### config.mk
export PLATFORM = sky130hd
export DESIGN_NAME = uart_rx_cfg
export DESIGN_NICKNAME = d
export VERILOG_FILES = /design/src/rtl/uart_rx_cfg_pkg.sv /design/src/rtl/uart_tick_gen.sv /design/src/rtl/uart_rx_cfg.sv
export SDC_FILE = /design/constraint.sdc
export NUM_CORES = 1
export LEC_CHECK = 0
export CAP_MARGIN = 20
export CELL_PAD_IN_SITES_DETAIL_PLACEMENT = 0
export CELL_PAD_IN_SITES_GLOBAL_PLACEMENT = 2
export CORE_MARGIN = 5
export CORE_UTILIZATION = 42
export CTS_CLUSTER_SIZE = 28
export DETAILED_ROUTE_END_ITERATION = 6
export GPL_ROUTABILITY_DRIVEN = 1
export HOLD_SLACK_MARGIN = 0.03
export PLACE_DENSITY_LB_ADDON = 0.05
export SLEW_MARGIN = 20
export SYNTH_ARGS = -nofsm -noshare
export SYNTH_HDL_FRONTEND = slang
export SYNTH_SLANG_ARGS = --single-unit
### constraint.sdc
create_clock -name clk -period 4.42 [get_ports clk]
set_input_delay 0.442 -clock clk [delete_from_list [all_inputs] [get_ports clk]]
set_output_delay 0.442 -clock clk [all_outputs]
set_load 0.005 [all_outputs]
### src/rtl/uart_rx_cfg_pkg.sv
// Shared definitions for the configurable UART receiver.
// FSM state encoding and parity mode constants.
package uart_rx_cfg_pkg;

    typedef enum logic [2:0] {
        ST_IDLE   = 3'd0,
        ST_START  = 3'd1,
        ST_DATA   = 3'd2,
        ST_PARITY = 3'd3,
        ST_STOP   = 3'd4
    } state_t;

    localparam int PAR_NONE = 0;
    localparam int PAR_ODD  = 1;
    localparam int PAR_EVEN = 2;

endpackage

### src/rtl/uart_tick_gen.sv
// Oversample tick generator: one-clk tick every CLK_DIV clks; sync_clr restarts the period.
// Latency: first tick CLK_DIV clks after sync_clr. No backpressure.
module uart_tick_gen #(
    parameter int CLK_DIV = 54
) (
    input  logic clk,
    input  logic rst,
    input  logic sync_clr,
    output logic tick
);

    localparam logic [15:0] DIV_MAX = 16'(CLK_DIV - 1);

    logic [15:0] cnt_q, cnt_d;

    always_comb begin
        cnt_d = cnt_q + 16'd1;
        if (sync_clr || (cnt_q == DIV_MAX)) cnt_d = '0;
    end

    always_ff @(posedge clk or negedge rst) begin
        if (!rst) cnt_q <= '0;
        else      cnt_q <= cnt_d;
    end

    assign tick = (cnt_q == DIV_MAX);

endmodule

### src/rtl/uart_rx_cfg.sv
// Oversampling UART receiver with majority-vote bit decision, parity/stop checking and a one-word holding register.
// Latency: word presented one clk after the last stop bit decision. Backpressure: rx_valid holds until rx_ack; frames ending while held are dropped and flag overrun.
module uart_rx_cfg
    import uart_rx_cfg_pkg::*;
#(
    parameter int CLK_DIV   = 54,
    parameter int OVS       = 16,
    parameter int DATA_BITS = 8,
    parameter int PARITY    = 0,
    parameter int STOP_BITS = 1
) (
    input  logic                 clk,
    input  logic                 rst,
    input  logic                 rx,
    output logic [DATA_BITS-1:0] rx_data,
    output logic                 rx_valid,
    input  logic                 rx_ack,
    output logic                 frame_err,
    output logic                 parity_err,
    output logic                 overrun,
    output logic                 busy
);

    localparam logic [4:0] SMP_A      = 5'(OVS/2 - 1);
    localparam logic [4:0] SMP_B      = 5'(OVS/2);
    localparam logic [4:0] SMP_C      = 5'(OVS/2 + 1);
    localparam logic [4:0] SMP_LAST   = 5'(OVS - 1);
    localparam logic [3:0] DBITS_LAST = 4'(DATA_BITS - 1);
    localparam logic [3:0] SBITS_LAST = 4'(STOP_BITS - 1);

    logic rx_meta_q, rx_meta_d, rx_sync_q, rx_sync_d, rx_prev_q, rx_prev_d;
    logic [1:0] settle_q, settle_d;
    state_t state_q, state_d;
    logic [4:0] samp_q, samp_d;
    logic [3:0] bit_q, bit_d;
    logic s0_q, s0_d, s1_q, s1_d;
    logic [DATA_BITS-1:0] shift_q, shift_d;
    logic fe_pend_q, fe_pend_d, pe_pend_q, pe_pend_d;
    logic [DATA_BITS-1:0] rx_data_q, rx_data_d;
    logic rx_valid_q, rx_valid_d, frame_err_q, frame_err_d;
    logic parity_err_q, parity_err_d, overrun_q, overrun_d;

    logic tick, start_det, edge_det, maj, decide, bit_end, frame_done, fe_now, exp_par;

    uart_tick_gen #(.CLK_DIV(CLK_DIV)) u_tick (
        .clk      (clk),
        .rst      (rst),
        .sync_clr (start_det),
        .tick     (tick)
    );

    // Edge detection waits until the synchronizer and prev flop hold real line
    // samples, so a line held low through reset cannot fake a start bit.
    assign edge_det = (settle_q == 2'd3) && rx_prev_q && !rx_sync_q;
    assign maj      = (s0_q & s1_q) | (s0_q & rx_sync_q) | (s1_q & rx_sync_q);
    assign decide   = tick && (samp_q == SMP_C);
    assign bit_end  = tick && (samp_q == SMP_LAST);
    assign exp_par  = (PARITY == PAR_ODD) ? ~(^shift_q) : ^shift_q;

    always_comb begin
        rx_meta_d  = rx;
        rx_sync_d  = rx_meta_q;
        rx_prev_d  = rx_sync_q;
        settle_d   = (settle_q == 2'd3) ? settle_q : settle_q + 2'd1;
        state_d    = state_q;
        samp_d     = samp_q;
        bit_d      = bit_q;
        s0_d       = s0_q;
        s1_d       = s1_q;
        shift_d    = shift_q;
        fe_pend_d  = fe_pend_q;
        pe_pend_d  = pe_pend_q;
        fe_now     = fe_pend_q;
        start_det  = 1'b0;
        frame_done = 1'b0;

        if (state_q != ST_IDLE && tick) begin
            samp_d = (samp_q == SMP_LAST) ? 5'd0 : samp_q + 5'd1;
            if (samp_q == SMP_A) s0_d = rx_sync_q;
            if (samp_q == SMP_B) s1_d = rx_sync_q;
        end

        case (state_q)
            ST_IDLE: begin
                if (edge_det) begin
                    state_d   = ST_START;
                    samp_d    = '0;
                    bit_d     = '0;
                    fe_pend_d = 1'b0;
                    pe_pend_d = 1'b0;
                    start_det = 1'b1;
                end
            end
            ST_START: begin
                if (decide && maj) state_d = ST_IDLE;
                else if (bit_end)  state_d = ST_DATA;
            end
            ST_DATA: begin
                if (decide) shift_d = {maj, shift_q[DATA_BITS-1:1]};
                if (bit_end) begin
                    bit_d = bit_q + 4'd1;
                    if (bit_q == DBITS_LAST) begin
                        bit_d   = '0;
                        state_d = (PARITY == PAR_NONE) ? ST_STOP : ST_PARITY;
                    end
                end
            end
            ST_PARITY: begin
                if (decide) pe_pend_d = (maj != exp_par);
                if (bit_end) state_d = ST_STOP;
            end
            ST_STOP: begin
                if (decide) begin
                    fe_now    = fe_pend_q | ~maj;
                    fe_pend_d = fe_now;
                    if (bit_q == SBITS_LAST) begin
                        state_d    = ST_IDLE;
                        frame_done = 1'b1;
                    end
                end else if (bit_end) begin
                    bit_d = bit_q + 4'd1;
                end
            end
            default: state_d = ST_IDLE;
        endcase

        rx_data_d    = rx_data_q;
        rx_valid_d   = rx_valid_q;
        frame_err_d  = frame_err_q;
        parity_err_d = parity_err_q;
        overrun_d    = overrun_q;
        if (rx_valid_q && rx_ack) begin
            rx_valid_d = 1'b0;
            overrun_d  = 1'b0;
        end
        // An ack in the same clk frees the holding register for the new word.
        if (frame_done) begin
            if (!rx_valid_q || rx_ack) begin
                rx_data_d    = shift_q;
                frame_err_d  = fe_now;
                parity_err_d = pe_pend_q;
                rx_valid_d   = 1'b1;
            end else begin
                overrun_d = 1'b1;
            end
        end
    end

    always_ff @(posedge clk or negedge rst) begin
        if (!rst) begin
            rx_meta_q    <= 1'b1;
            rx_sync_q    <= 1'b1;
            rx_prev_q    <= 1'b1;
            settle_q     <= '0;
            state_q      <= ST_IDLE;
            samp_q       <= '0;
            bit_q        <= '0;
            s0_q         <= 1'b1;
            s1_q         <= 1'b1;
            shift_q      <= '0;
            fe_pend_q    <= 1'b0;
            pe_pend_q    <= 1'b0;
            rx_data_q    <= '0;
            rx_valid_q   <= 1'b0;
            frame_err_q  <= 1'b0;
            parity_err_q <= 1'b0;
            overrun_q    <= 1'b0;
        end else begin
            rx_meta_q    <= rx_meta_d;
            rx_sync_q    <= rx_sync_d;
            rx_prev_q    <= rx_prev_d;
            settle_q     <= settle_d;
            state_q      <= state_d;
            samp_q       <= samp_d;
            bit_q        <= bit_d;
            s0_q         <= s0_d;
            s1_q         <= s1_d;
            shift_q      <= shift_d;
            fe_pend_q    <= fe_pend_d;
            pe_pend_q    <= pe_pend_d;
            rx_data_q    <= rx_data_d;
            rx_valid_q   <= rx_valid_d;
            frame_err_q  <= frame_err_d;
            parity_err_q <= parity_err_d;
            overrun_q    <= overrun_d;
        end
    end

    assign rx_data    = rx_data_q;
    assign rx_valid   = rx_valid_q;
    assign frame_err  = frame_err_q;
    assign parity_err = parity_err_q;
    assign overrun    = overrun_q;
    assign busy       = (state_q != ST_IDLE);

endmodule

### Word level (Yosys, flattened, before mapping)

Cells that the tools add are included.

* flip-flop bits (word level): 57
* logic and storage cells: 114

* add/subtract/negate cells: 4
* equality and inequality tests: 22
* multiplexer cells: 37
* bitwise gates (word level): 7
* reductions and logical operators: 26

Operators with widths (count)
* $mux 3: 8
* $mux 4: 5
* $mux 5: 4
* $ne 2x2->1 const B: 9
* $add 16x1->16 const B: 1
* $eq 16x6->1 const B: 1
* $mux 16: 1
* $eq 5x4->1 const B: 3
* $mux 1: 15
* $pmux 3 s5: 1
* $pmux 4 s3: 1
* $reduce_and 2->1: 5
* $reduce_xor 8->1: 1
* $logic_and 1x1->1: 7
* $reduce_and 7->1: 1
* $eq 3x2->1 const B: 2
* $reduce_bool 3->1: 2
* $add 5x1->5 const B: 1
* $eq 5x3->1 const B: 1
* $reduce_and 5->1: 1
* $add 4x1->4 const B: 1
* $eq 4x3->1 const B: 1
* $logic_not 4->1: 1
* $pmux 1 s2: 2
* other kinds (14): 21

### Longest topological paths before layout

* depth in word-level cells: 7
* mapped depth: 8
* gate-level depth less buffers: 7

### Cells and area by module

A second synthesis with hierarchy kept.

* cell total of the unflattened synthesis: 246
* area total of the unflattened synthesis: 2795.2 sq um

Modules (own cells, without submodules)
* uart_rx_cfg: times used 1, cells an instance 165, area an instance 1976.9 sq um
* uart_tick_gen: times used 1, cells an instance 81, area an instance 818.3 sq um

### Worst setup path before layout

Ideal clock, no wire load.

* path kind: reg2reg
* from: register u_tick.cnt_q[11]
* to: register shift_q[0]
* library setup time: 0.125 ns
* arrival: 2.437 ns
* data required time: 4.295 ns
* path slack: 1.858 ns
* stages on the path, launching flop included: 6
* path buffers: 1
* cells stage by stage: dfrtp_1 > or4_1 > or4_1 > buf_6 > nor4b_4 > mux2_2

* longest elaborated chain between the ends: 3

Ends and longest elaborated chain
* start: declaration: RTL line uart_tick_gen.sv:14 `logic [15:0] cnt_q, cnt_d;`
* start signal: assignment: RTL line uart_tick_gen.sv:23 `else cnt_q <= cnt_d;`
* $eq 16x6->1: RTL line uart_tick_gen.sv:26 `assign tick = (cnt_q == DIV_MAX);`
* $logic_and 1x1->1: RTL line uart_rx_cfg.sv:56 `assign decide = tick && (samp_q == SMP_C);`
* $reduce_and 2->1 (no source line)
* end signal: assignment: RTL line uart_rx_cfg.sv:178 `shift_q <= shift_d;`
* end: declaration: RTL line uart_rx_cfg.sv:37 `logic [DATA_BITS-1:0] shift_q, shift_d;`

Every way passes these cells.
A chain may end at the register's enable or synchronous reset.

### Worst setup path after layout

* from: register u_tick.cnt_q[11]
* to: register rx_data_q[6], in the netlist rx_data[6]

* longest elaborated chain between the ends: 5

Ends and longest elaborated chain
* $eq 16x6->1: RTL line uart_tick_gen.sv:26
* $logic_and 1x1->1: RTL line uart_rx_cfg.sv:56
* $mux 1: RTL line uart_rx_cfg.sv:113 `if (decide) begin`
* $mux 1: RTL line uart_rx_cfg.sv:83 `case (state_q)`
* $reduce_and 2->1 (no source line)
* end signal: assignment: RTL line uart_rx_cfg.sv:181 `rx_data_q <= rx_data_d;`
* end: declaration: RTL line uart_rx_cfg.sv:39 `logic [DATA_BITS-1:0] rx_data_q, rx_data_d;`

Every way passes these cells.

==> results.md <==
- Root buf cell: clkbuf_8
- Met2 usage: 19.2%
- Max Cap Violations: 0
- Routability congestion estimate: between 0.7 and 0.8
- Initial antenna violation count: 0
- Slew @ Worst Pin: between 700 and 800 ps
- Num ports: 17
- Vias/cell: 5.14
- Top_reg_cell synth: dfrtp_1
- Total CTS buffers: 9
- Clk slew on worst S/H paths: about 70 ps
- Nets: about 280
- Share of layout cells above drive strength 1: approximately 18%
- Synth top area share: 47.7%
- Syn Inst Count: roughly 240
- EDFF count, synth: 0
- Largest area contributor in the netlist: dfrtp_1
- Clock sinks: 57
- Launch point of the worst reg-to-reg path: u_tick.cnt_q[11]
- First-pass GRT wire length: 9.15 mm
- Antenna Cells: 0
- #FFs+latches synth: 57
- CP max FO: 10
- Simple-Gate Fraction of Synth Area: roughly a fifth
- GRT Residual Overflow: 0
- CTS tree: built
- Clock skew: between 5 and 6 ps
- DR WL/cell: 14.6 um
- Top Usage Layer GRT: met1
- Rows: 29
- Post-CTS Setup Bufs: 0
- Area contributors post-synth: dfrtp_1 (48%), mux2_2 (8.7%), dfstp_2 (4.8%)
- Slew Limit Fails: 0
- Async SR Flop Fraction: 100%
- Worst setup EP type: flop
- WS Path Type: reg -> reg
- Clk_lat worst skew: approximately 340 ps
- Detailed Route Iter0 Violations: 67
- Commonest non-fill, non-tap cell in the layout: dfrtp_1
- Relative slew slack: about 51%
- Combinational power share: between 10 and 15%
- Outcome: complete, no violations
- Die height: about 90 um
- Fill count: between 600 and 700
- Setup crit start kind: flop
- Final hold violations: 0
- IO Port Bufs: 16
- Compound-Gate Fraction of Synth Area: 6.10%
- Worst setup path start: u_tick.cnt_q[11]
- Drt drc: 0
- Die area: about 8000 um2
- Clock share of power: 40.9%
- Flop-to-flop setup slack: between 1000 and 1500 ps
- Sw Ratio: around 27%
- VDD IR-drop max: 0.000230 V
- Period utilisation layout: roughly two thirds
- WP data arrival: between 3000 and 4000 ps
- # setup viols final: 0
- CTS Hold Bufs: 0
- Inst Count DP: 335
- Pleak: around 0.0014 uW
- WL final: 5.13 mm
- Met1 Resource Use GR: slightly below 20%
- Post-Synth Adder-Cell Area: just over 4%
- Int Power: 894 uW
- Sequential share of power: ~49%
- Required @ worst endpoint: 4650 ps
- Initial DRT Pass Iterations: 4
- Syn avg cell area: ~11 um2
- Total Power: about 1200 uW
- Post-synthesis xor/xnor area fraction: roughly 7.7%
- Resized cells post-CTS: 0
- Multiplexer share of the synthesized area: ~8.7%
- Final core occ: around half
- Synthesized Nets: between 200 and 300
- Met3 usage: approximately 4.5%
- Final HPWL DP: around 3.4 mm
- CTS H-Tree Depth: 3
- Most frequent cells in the layout: dfrtp_1 (52), nor2_1 (29), mux2_2 (21)
- Reg2reg end: rx_data[6]
- Largest net degree at the start of global routing: 58
- Synth Warn #: 0
- Psw: around 340 uW
- Area growth, synth to finish: 16.3%
- RSZ-0062 raised after global routing: false
- All-Layer GR Usage: ~14%
- Post-synth cell types: 45
- Power density cells: approximately 390 nW/um2
- Hold Path Class: in -> async
- Mapped Area: between 2000 and 3000 um2
- Via total after detailed routing: around 1800
- Largest family of logic cells by synthesized area: simple AND/OR/NAND/NOR gates
- Final min period: between 2000 and 3000 ps
- Starting Density: 43.0%
- Number of global-route vias before repair: between 1500 and 2000
- Core box area: 6350 um2
- F_max: 334 MHz
- Routed Antenna Nets: 0
- Non-Filler Instances: between 300 and 400
- Setup_tns: 0 ps
- Max clock buf depth: 2
- Sequential fraction of the synthesis area: between 50 and 60%
- Reg2reg path depth: 5
- Die width: between 90 and 100 um
## final cells by class
type / instances / area [um2] / share of cell area [%]
Sequential cell: 57 / 1430 / 45.2
Clock inverter: 6 / 66.3 / 2.09
Inverter: 9 / 33.8 / 1.07
Timing Repair Buffer: 17 / 163 / 5.13
Clock buffer: 10 / 138 / 4.34
Tap cell: 77 / 96.3 / 3.04
Multi-Input combinational cell: 175 / 1240 / 39.2
## cell families after synthesis
kind of cell | count (synthesis)
buf+inv | 12
flops | 57
mux | 21
simple gates | 96
fa+ha+maj | 9
xor+xnor | 24
compound gates | 25
## synth_stat cells (2+ instances only)
master,instances
a21oi_1,5
and2_1,2
clkbuf_1,2
dfrtp_1,52
dfstp_2,5
ha_1,8
inv_1,9
mux2_2,21
nand2_1,17
nand2b_1,2
nand3_1,12
nand3b_1,3
nand4_1,4
nor2_1,29
nor2b_1,4
nor3_1,5
nor3b_1,4
nor4_1,2
o21ai_0,8
o31ai_1,2
or4_1,2
xnor2_1,15
xor2_1,9
## metal layers
layer,vias up,part of all wire (%)
li1,905,-
met1,869,51
met2,22,43
met3,8,4.3
met4,0,1.4
met5,-,0
## registers in the layout, indices dropped and copies added, names as in the netlist, 2 cells and up
name,count
bit_q,4
state_q,3
shift_q,8
u_tick.cnt_q,16
samp_q,5
settle_q,2
rx_data,8
## through the flow
stage / cell area [um2] / setup slack (ps) / hold WS [ps]
floorplan: 2730 / 1860 / 146
global placement: 2970 / 1380 / 346
detailed placement: 2970 / 1380 / 350
CTS: 3170 / 1380 / 273
global route: 3170 / 1250 / 313
finish: 3170 / 1430 / 227
## critical path, stage by stage (launching register included)
cell	delay (ps)
dfrtp_1	420
or4_1	560
nor4_1	660
nand4_1	310
a21oi_2	530
mux2_2	400
## power by group through the flow
stage / sequential, uW / combinational [uW] / clock, uW
after global routing: 607 / 148 / 541
after floorplan: 597 / 97.7 / 0
after global placement: 610 / 131 / 0
final: 601 / 127 / 503
after CTS: 601 / 131 / 513
after detailed placement: 611 / 129 / 0
## worst max-delay path by stage
| stage | end | slack [ps] | cells after the start |
|---|---|---|---|
| 5_1_grt | parity_err | 1250 | 5 |
| 3_3_place_gp | rx_data[6] | 1380 | 5 |
| 3_5_place_dp | rx_data[4] | 1380 | 5 |
| 2_1_floorplan | shift_q[0] | 1860 | 5 |
| 6_report | rx_data[6] | 1430 | 5 |
| 4_1_cts | rx_data[4] | 1380 | 5 |
No activity file was read; power rests on OpenSTA's default activity.
